File: config.mk
export PLATFORM = sky130hd
export DESIGN_NAME = fp8_accum_sched
export DESIGN_NICKNAME = d
export VERILOG_FILES = /design/src/rtl/fp8_pkg.sv /design/src/rtl/fp8_add_core.sv /design/src/rtl/fp8_accum_sched.sv
export SDC_FILE = /design/constraint.sdc
export NUM_CORES = 1
export LEC_CHECK = 0
export BUFFER_PORTS_ARGS = -buffer_cell sky130_fd_sc_hd__buf_2
export CAP_MARGIN = 20
export CORE_ASPECT_RATIO = 0.75
export CORE_UTILIZATION = 45
export CTS_BUF_LIST = sky130_fd_sc_hd__clkbuf_4
export DETAILED_ROUTE_END_ITERATION = 10
export HOLD_SLACK_MARGIN = 0.03
export PLACE_DENSITY = 0.66
export SYNTH_ARGS = -nofsm -noshare
export SYNTH_HDL_FRONTEND = slang
export SYNTH_SLANG_ARGS = --single-unit
File: constraint.sdc
create_clock -name clk -period 11.03 [get_ports clk]
set_input_delay 2.206 -clock clk [delete_from_list [all_inputs] [get_ports clk]]
set_output_delay 2.206 -clock clk [all_outputs]
set_load 0.005 [all_outputs]
File: src/rtl/fp8_pkg.sv
// ---------------------------------------------------------------------------
// fp8_pkg
// Shared definitions for the FP8 accumulation scheduler.
//   FP8 layout : {sign, exp[3:0], mant[2:0]}, bias 7, exp==0 means zero,
//                no subnormals, exp==15 is an ordinary finite value.
//   Contents   : field widths, bias, zero/saturation constants, the fp8_t
//                struct and the per-channel accumulate/pending state type.
// ---------------------------------------------------------------------------
package fp8_pkg;

  localparam int EXP_W    = 4;
  localparam int MAN_W    = 3;
  localparam int FP8_BIAS = 7;
  localparam int FP8_NCH  = 2;

  localparam logic [7:0]       FP8_ZERO    = 8'h00;
  localparam logic [EXP_W-1:0] FP8_SAT_EXP = 4'hF;
  localparam logic [MAN_W-1:0] FP8_SAT_MAN = 3'h7;

  typedef struct packed {
    logic             sign;
    logic [EXP_W-1:0] exp;
    logic [MAN_W-1:0] man;
  } fp8_t;

  // A channel either collects operands or holds a finished sum for output.
  typedef enum logic {
    CH_ACCUM = 1'b0,
    CH_PEND  = 1'b1
  } ch_state_t;

endpackage

File: src/rtl/fp8_add_core.sv
// ---------------------------------------------------------------------------
// fp8_add_core
// Purely combinational FP8 adder.
//   a, b : FP8 operands
//   sum  : a + b, smaller operand aligned by truncating right shift,
//          result normalised with truncation toward zero, underflow and
//          exact cancellation give +0, overflow saturates to {s,1111,111}.
//          A zero operand passes the other operand through untouched.
// ---------------------------------------------------------------------------
module fp8_add_core
  import fp8_pkg::*;
(
  input  logic [7:0] a,
  input  logic [7:0] b,
  output logic [7:0] sum
);

  fp8_t             a_f, b_f, big_f, sml_f;
  logic             a_big;
  logic [EXP_W-1:0] exp_diff;
  logic [MAN_W:0]   big_sig, sml_sig;
  logic             eff_sub;
  logic [MAN_W+1:0] raw;
  logic [1:0]       lz;
  logic [MAN_W-1:0] norm_man;
  logic             ovf, unf;
  logic [EXP_W-1:0] exp_res;
  logic [MAN_W-1:0] man_res;

  assign a_f = fp8_t'(a);
  assign b_f = fp8_t'(b);

  // {exp,man} orders magnitudes directly for normal numbers.
  assign a_big = {a_f.exp, a_f.man} >= {b_f.exp, b_f.man};
  assign big_f = a_big ? a_f : b_f;
  assign sml_f = a_big ? b_f : a_f;

  assign exp_diff = big_f.exp - sml_f.exp;
  assign big_sig  = {1'b1, big_f.man};
  // Shifts of 4 or more flush the smaller significand to zero.
  assign sml_sig  = {1'b1, sml_f.man} >> exp_diff;
  assign eff_sub  = big_f.sign ^ sml_f.sign;

  // Larger magnitude minus smaller never goes negative.
  assign raw = eff_sub ? ({1'b0, big_sig} - {1'b0, sml_sig})
                       : ({1'b0, big_sig} + {1'b0, sml_sig});

  // Leading-zero count of raw[3:0]; only consulted when raw is non-zero
  // and has no carry out.
  always_comb begin
    lz = 2'd0;
    if (!raw[MAN_W]) begin
      lz = 2'd1;
      if (!raw[MAN_W-1]) begin
        lz = 2'd2;
        if (!raw[MAN_W-2]) begin
          lz = 2'd3;
        end
      end
    end
  end

  assign norm_man = raw[MAN_W-1:0] << lz;
  assign ovf      = raw[MAN_W+1] & (big_f.exp == FP8_SAT_EXP);
  assign unf      = ~raw[MAN_W+1] & ({{(EXP_W-2){1'b0}}, lz} >= big_f.exp);
  assign exp_res  = raw[MAN_W+1] ? (big_f.exp + 4'd1)
                                 : (big_f.exp - {{(EXP_W-2){1'b0}}, lz});
  // Carry case drops raw[0]: that is the truncating normalise.
  assign man_res  = raw[MAN_W+1] ? raw[MAN_W:1] : norm_man;

  always_comb begin
    sum = {big_f.sign, exp_res, man_res};
    if (a_f.exp == '0) begin
      sum = b;
    end else if (b_f.exp == '0) begin
      sum = a;
    end else if (raw == '0) begin
      sum = FP8_ZERO;
    end else if (ovf) begin
      sum = {big_f.sign, FP8_SAT_EXP, FP8_SAT_MAN};
    end else if (unf) begin
      sum = FP8_ZERO;
    end
  end

endmodule

File: src/rtl/fp8_accum_sched.sv
// ---------------------------------------------------------------------------
// fp8_accum_sched
// Two-channel FP8 burst accumulator sharing one fp8_add_core.
//   clk, rst            : clock, asynchronous active-high reset
//   in_valid/in_last    : per-channel operand valid / final beat of burst
//   in_data0, in_data1  : per-channel FP8 operand
//   in_ready            : per-channel accept, at most one bit high (grant)
//   out_valid/out_ready : finished-sum handshake
//   out_data, out_ch    : finished sum and the channel it belongs to
// One operand per cycle is granted round-robin; a channel that has seen its
// last beat freezes until its sum is taken from the shared result port.
// ---------------------------------------------------------------------------
module fp8_accum_sched
  import fp8_pkg::*;
#(
  parameter int NCH = FP8_NCH
)(
  input  logic           clk,
  input  logic           rst,
  input  logic [NCH-1:0] in_valid,
  input  logic [7:0]     in_data0,
  input  logic [7:0]     in_data1,
  input  logic [NCH-1:0] in_last,
  output logic [NCH-1:0] in_ready,
  output logic           out_valid,
  input  logic           out_ready,
  output logic [7:0]     out_data,
  output logic           out_ch
);

  ch_state_t   st_q  [NCH];
  ch_state_t   st_d  [NCH];
  logic [7:0]  acc_q [NCH];
  logic [7:0]  acc_d [NCH];
  logic        rr_q, rr_d;
  logic        opri_q, opri_d;

  logic [7:0]     in_data [NCH];
  logic [NCH-1:0] pend;
  logic [NCH-1:0] elig;
  logic [NCH-1:0] grant;
  logic           gsel;
  logic [7:0]     add_sum;
  logic           take;

  assign in_data[0] = in_data0;
  assign in_data[1] = in_data1;

  for (genvar gi = 0; gi < NCH; gi++) begin : g_ch
    assign pend[gi] = (st_q[gi] == CH_PEND);
    assign elig[gi] = in_valid[gi] & ~pend[gi];
  end

  // rr names the favoured channel only when both want the adder.
  assign grant = (&elig) ? (rr_q ? 2'b10 : 2'b01) : elig;
  assign gsel  = grant[1];
  // Registers are already cleared by rst, but in_valid is not.
  assign in_ready = grant & {NCH{~rst}};

  fp8_add_core u_add (
    .a   (acc_q[gsel]),
    .b   (in_data[gsel]),
    .sum (add_sum)
  );

  assign out_valid = |pend;
  assign out_ch    = (&pend) ? opri_q : pend[1];
  assign out_data  = acc_q[out_ch];
  assign take      = out_valid & out_ready;

  // A pending channel is never granted, so grant and take never touch the
  // same channel in one cycle.
  always_comb begin
    for (int i = 0; i < NCH; i++) begin
      st_d[i]  = st_q[i];
      acc_d[i] = acc_q[i];
    end
    rr_d   = rr_q;
    opri_d = opri_q;
    if (|grant) begin
      acc_d[gsel] = add_sum;
      if (in_last[gsel]) begin
        st_d[gsel] = CH_PEND;
      end
      rr_d = ~gsel;
    end
    if (take) begin
      st_d[out_ch]  = CH_ACCUM;
      acc_d[out_ch] = FP8_ZERO;
      opri_d        = ~opri_q;
    end
  end

  always_ff @(posedge clk or posedge rst) begin
    if (rst) begin
      for (int i = 0; i < NCH; i++) begin
        st_q[i]  <= CH_ACCUM;
        acc_q[i] <= FP8_ZERO;
      end
      rr_q   <= 1'b0;
      opri_q <= 1'b0;
    end else begin
      for (int i = 0; i < NCH; i++) begin
        st_q[i]  <= st_d[i];
        acc_q[i] <= acc_d[i];
      end
      rr_q   <= rr_d;
      opri_q <= opri_d;
    end
  end

endmodule

==> results.ini <==
[clock_network]
cts_setup_buffers=0
cts_tree=done
cts.sinks=20
htree_levels=1
clk_latency_ns=0.31
hold_buffers=0
cts_buffers=3
clk_pin_slew_worst_paths_ns=0.11
cts_resized=0
cts_root_buf=clkbuf_4
cts_buffer_depth=2

[timing]
fin_tns_setup_ns=0
setup_viol_count_final=0
drv_slew=0
rsz0062_at_grt=false
setup_ws_ns=1.00
fin_crit_ns=10.03
fmax_ghz=0.0997
final-hold-violation-count=0
tightestPinTransition_ns=0.850
clock_skew_ns=0.00834
relSlewSlack=0.434
finalCritPeriodShare=0.909

[drt]
vias=3070
drt-total-wl_um=9020
viasPerCell=6.28
drc=0
first_pass_iters=5
drt_iter0_drc=315
wl_per_cell_um=18.4
antenna_left=0

[status]
status=completed

[cells_and_area]
diodes=0
instances_no_fill=489
final_nets=449
ff_latch_area_sq_um=500
syn_to_final_growth_pct=7.79
layout-drive-gt1-share=0.165
final_cell_mix=nand2_1 (57), buf_2 (34), nor2_1 (30), a21oi_1 (30)
multi_input_area_sq_um=2200
layout_commonest_cell=nand2_1
n_fill_cell=637

[synthesis]
synthFlopType=dfrtp_1
synthTopCellsByArea=dfrtp_1 (17%), nand2_1 (7.4%), mux2i_1 (5.5%), a21oi_1 (5.2%), ha_1 (4.8%)
ys_async_sr_fraction=1.00
synth-edff-count=0
synthesis.area_sq_um=2890
synth_largest_area_cell=dfrtp_1
ys_types=76
yosys_warnings=0
synth.avg_cell_area_sq_um=7.39
synth_top_cell_area_share=0.173
synth_seq_cells=20
synth-seq-area-share=0.173
syn_inst=391
syn_nets=427

[global_routing]
grt_pass1_vias=2791
track_usage=0.276
grt_pass1_wl_um=14500
grt-ovfl-total=0
grt_max_degree=25
antenna_found_initial=0

[die]
boundaryPins=35
rows=24
die-area_sq_um=6750
die_x_um=94.5
start_util=0.481
coreArea_sq_um=6010
die_y_um=71.4

[setup_path]
critPathMostFrequentCell=ha_1
cp.arrival_ns=10.25
cp_slowest_cell=or4_4
reg2reg_slack_ns=2.51
r2r_cells=33
crit_path_start=in_valid[0]
reg2reg_from=pend[0]
cp.required_ns=11.25
startpoint_type=primary input
end_kind=flop
path_max_fanout=23
critPathKind=primary input to flop
max_stage_delay_ns=0.52

[job]
cap_violations=0

[placed_design]
pre_cts_ws_ns=0.771
gp_congestion=0.894
placedCellCount=486
dp_hpwl_um=6990
io_buffers=34

[worst_hold_path]
hold_class=flop to flop
hold-path-cell-count=1

==> worst min-delay path by stage <==
stage	start	to	slack, ns
global route	opri_q	opri_q	0.50
floorplan	opri_q	opri_q	0.45
detailed placement	opri_q	opri_q	0.47
global placement	opri_q	opri_q	0.46
CTS	opri_q	opri_q	0.49
finish	opri_q	opri_q	0.48
==> critical path, delay by kind of cell <==
kind	cells	cell delay, ns
compound gates	11	2.04
fa+ha+maj	4	1.17
buf+inv	4	0.64
mux	2	0.70
simple gates	13	3.48
==> layer usage <==
layer / share of wire / global-route usage / routed length (um)
met4: 0.012 / 0.0455 / 111
met2: 0.41 / 0.396 / 3710
met5: 0 / 0 / 0
met1: 0.48 / 0.444 / 4360
met3: 0.093 / 0.0308 / 841
==> cells in the mapped netlist (3+ instances only) <==
cell type / instances
a211oi_1: 4
a21oi_1: 30
a22o_1: 5
a22oi_1: 3
a311oi_1: 3
a31oi_1: 3
and2_1: 5
and3_1: 4
buf_2: 4
clkbuf_1: 15
dfrtp_1: 20
ha_1: 11
inv_1: 22
mux2_2: 3
mux2i_1: 16
nand2_1: 57
nand2b_1: 5
nand3_1: 10
nand4_1: 4
nor2_1: 30
nor2b_1: 3
nor3_1: 8
nor4b_1: 5
o211ai_1: 6
o21ai_0: 22
o21ai_1: 4
o221ai_1: 4
o22ai_1: 4
o31ai_1: 3
or2_2: 4
xnor2_1: 10
xor2_1: 3
==> per-stage QoR <==
step / area [sq um] / hold WS [ns] / util
6_report: 3120 / 0.485 / 0.519
5_1_grt: 3120 / 0.499 / 0.519
4_1_cts: 3120 / 0.487 / 0.519
3_5_place_dp: 3090 / 0.468 / 0.515
3_3_place_gp: 3090 / 0.462 / 0.515
2_1_floorplan: 2890 / 0.446 / -
==> area by class of cell <==
cell class,count,share of cell area
clock buffer,3,0.00723
inverter,22,0.0265
multi-input combinational,326,0.705
sequential,20,0.161
tap,78,0.0313
timing repair buffer,40,0.0691
==> logic make-up after synthesis <==
family,Yosys count,synth area share
xor+xnor,14,0.0450
mux,21,0.0796
simple gates,155,0.273
flops,20,0.173
fa+ha+maj,15,0.0684
buf+inv,45,0.0667
compound gates,121,0.294
Power is not shown: default switching activity piles up to over one toggle a cycle in this logic, so the estimate is an artifact.
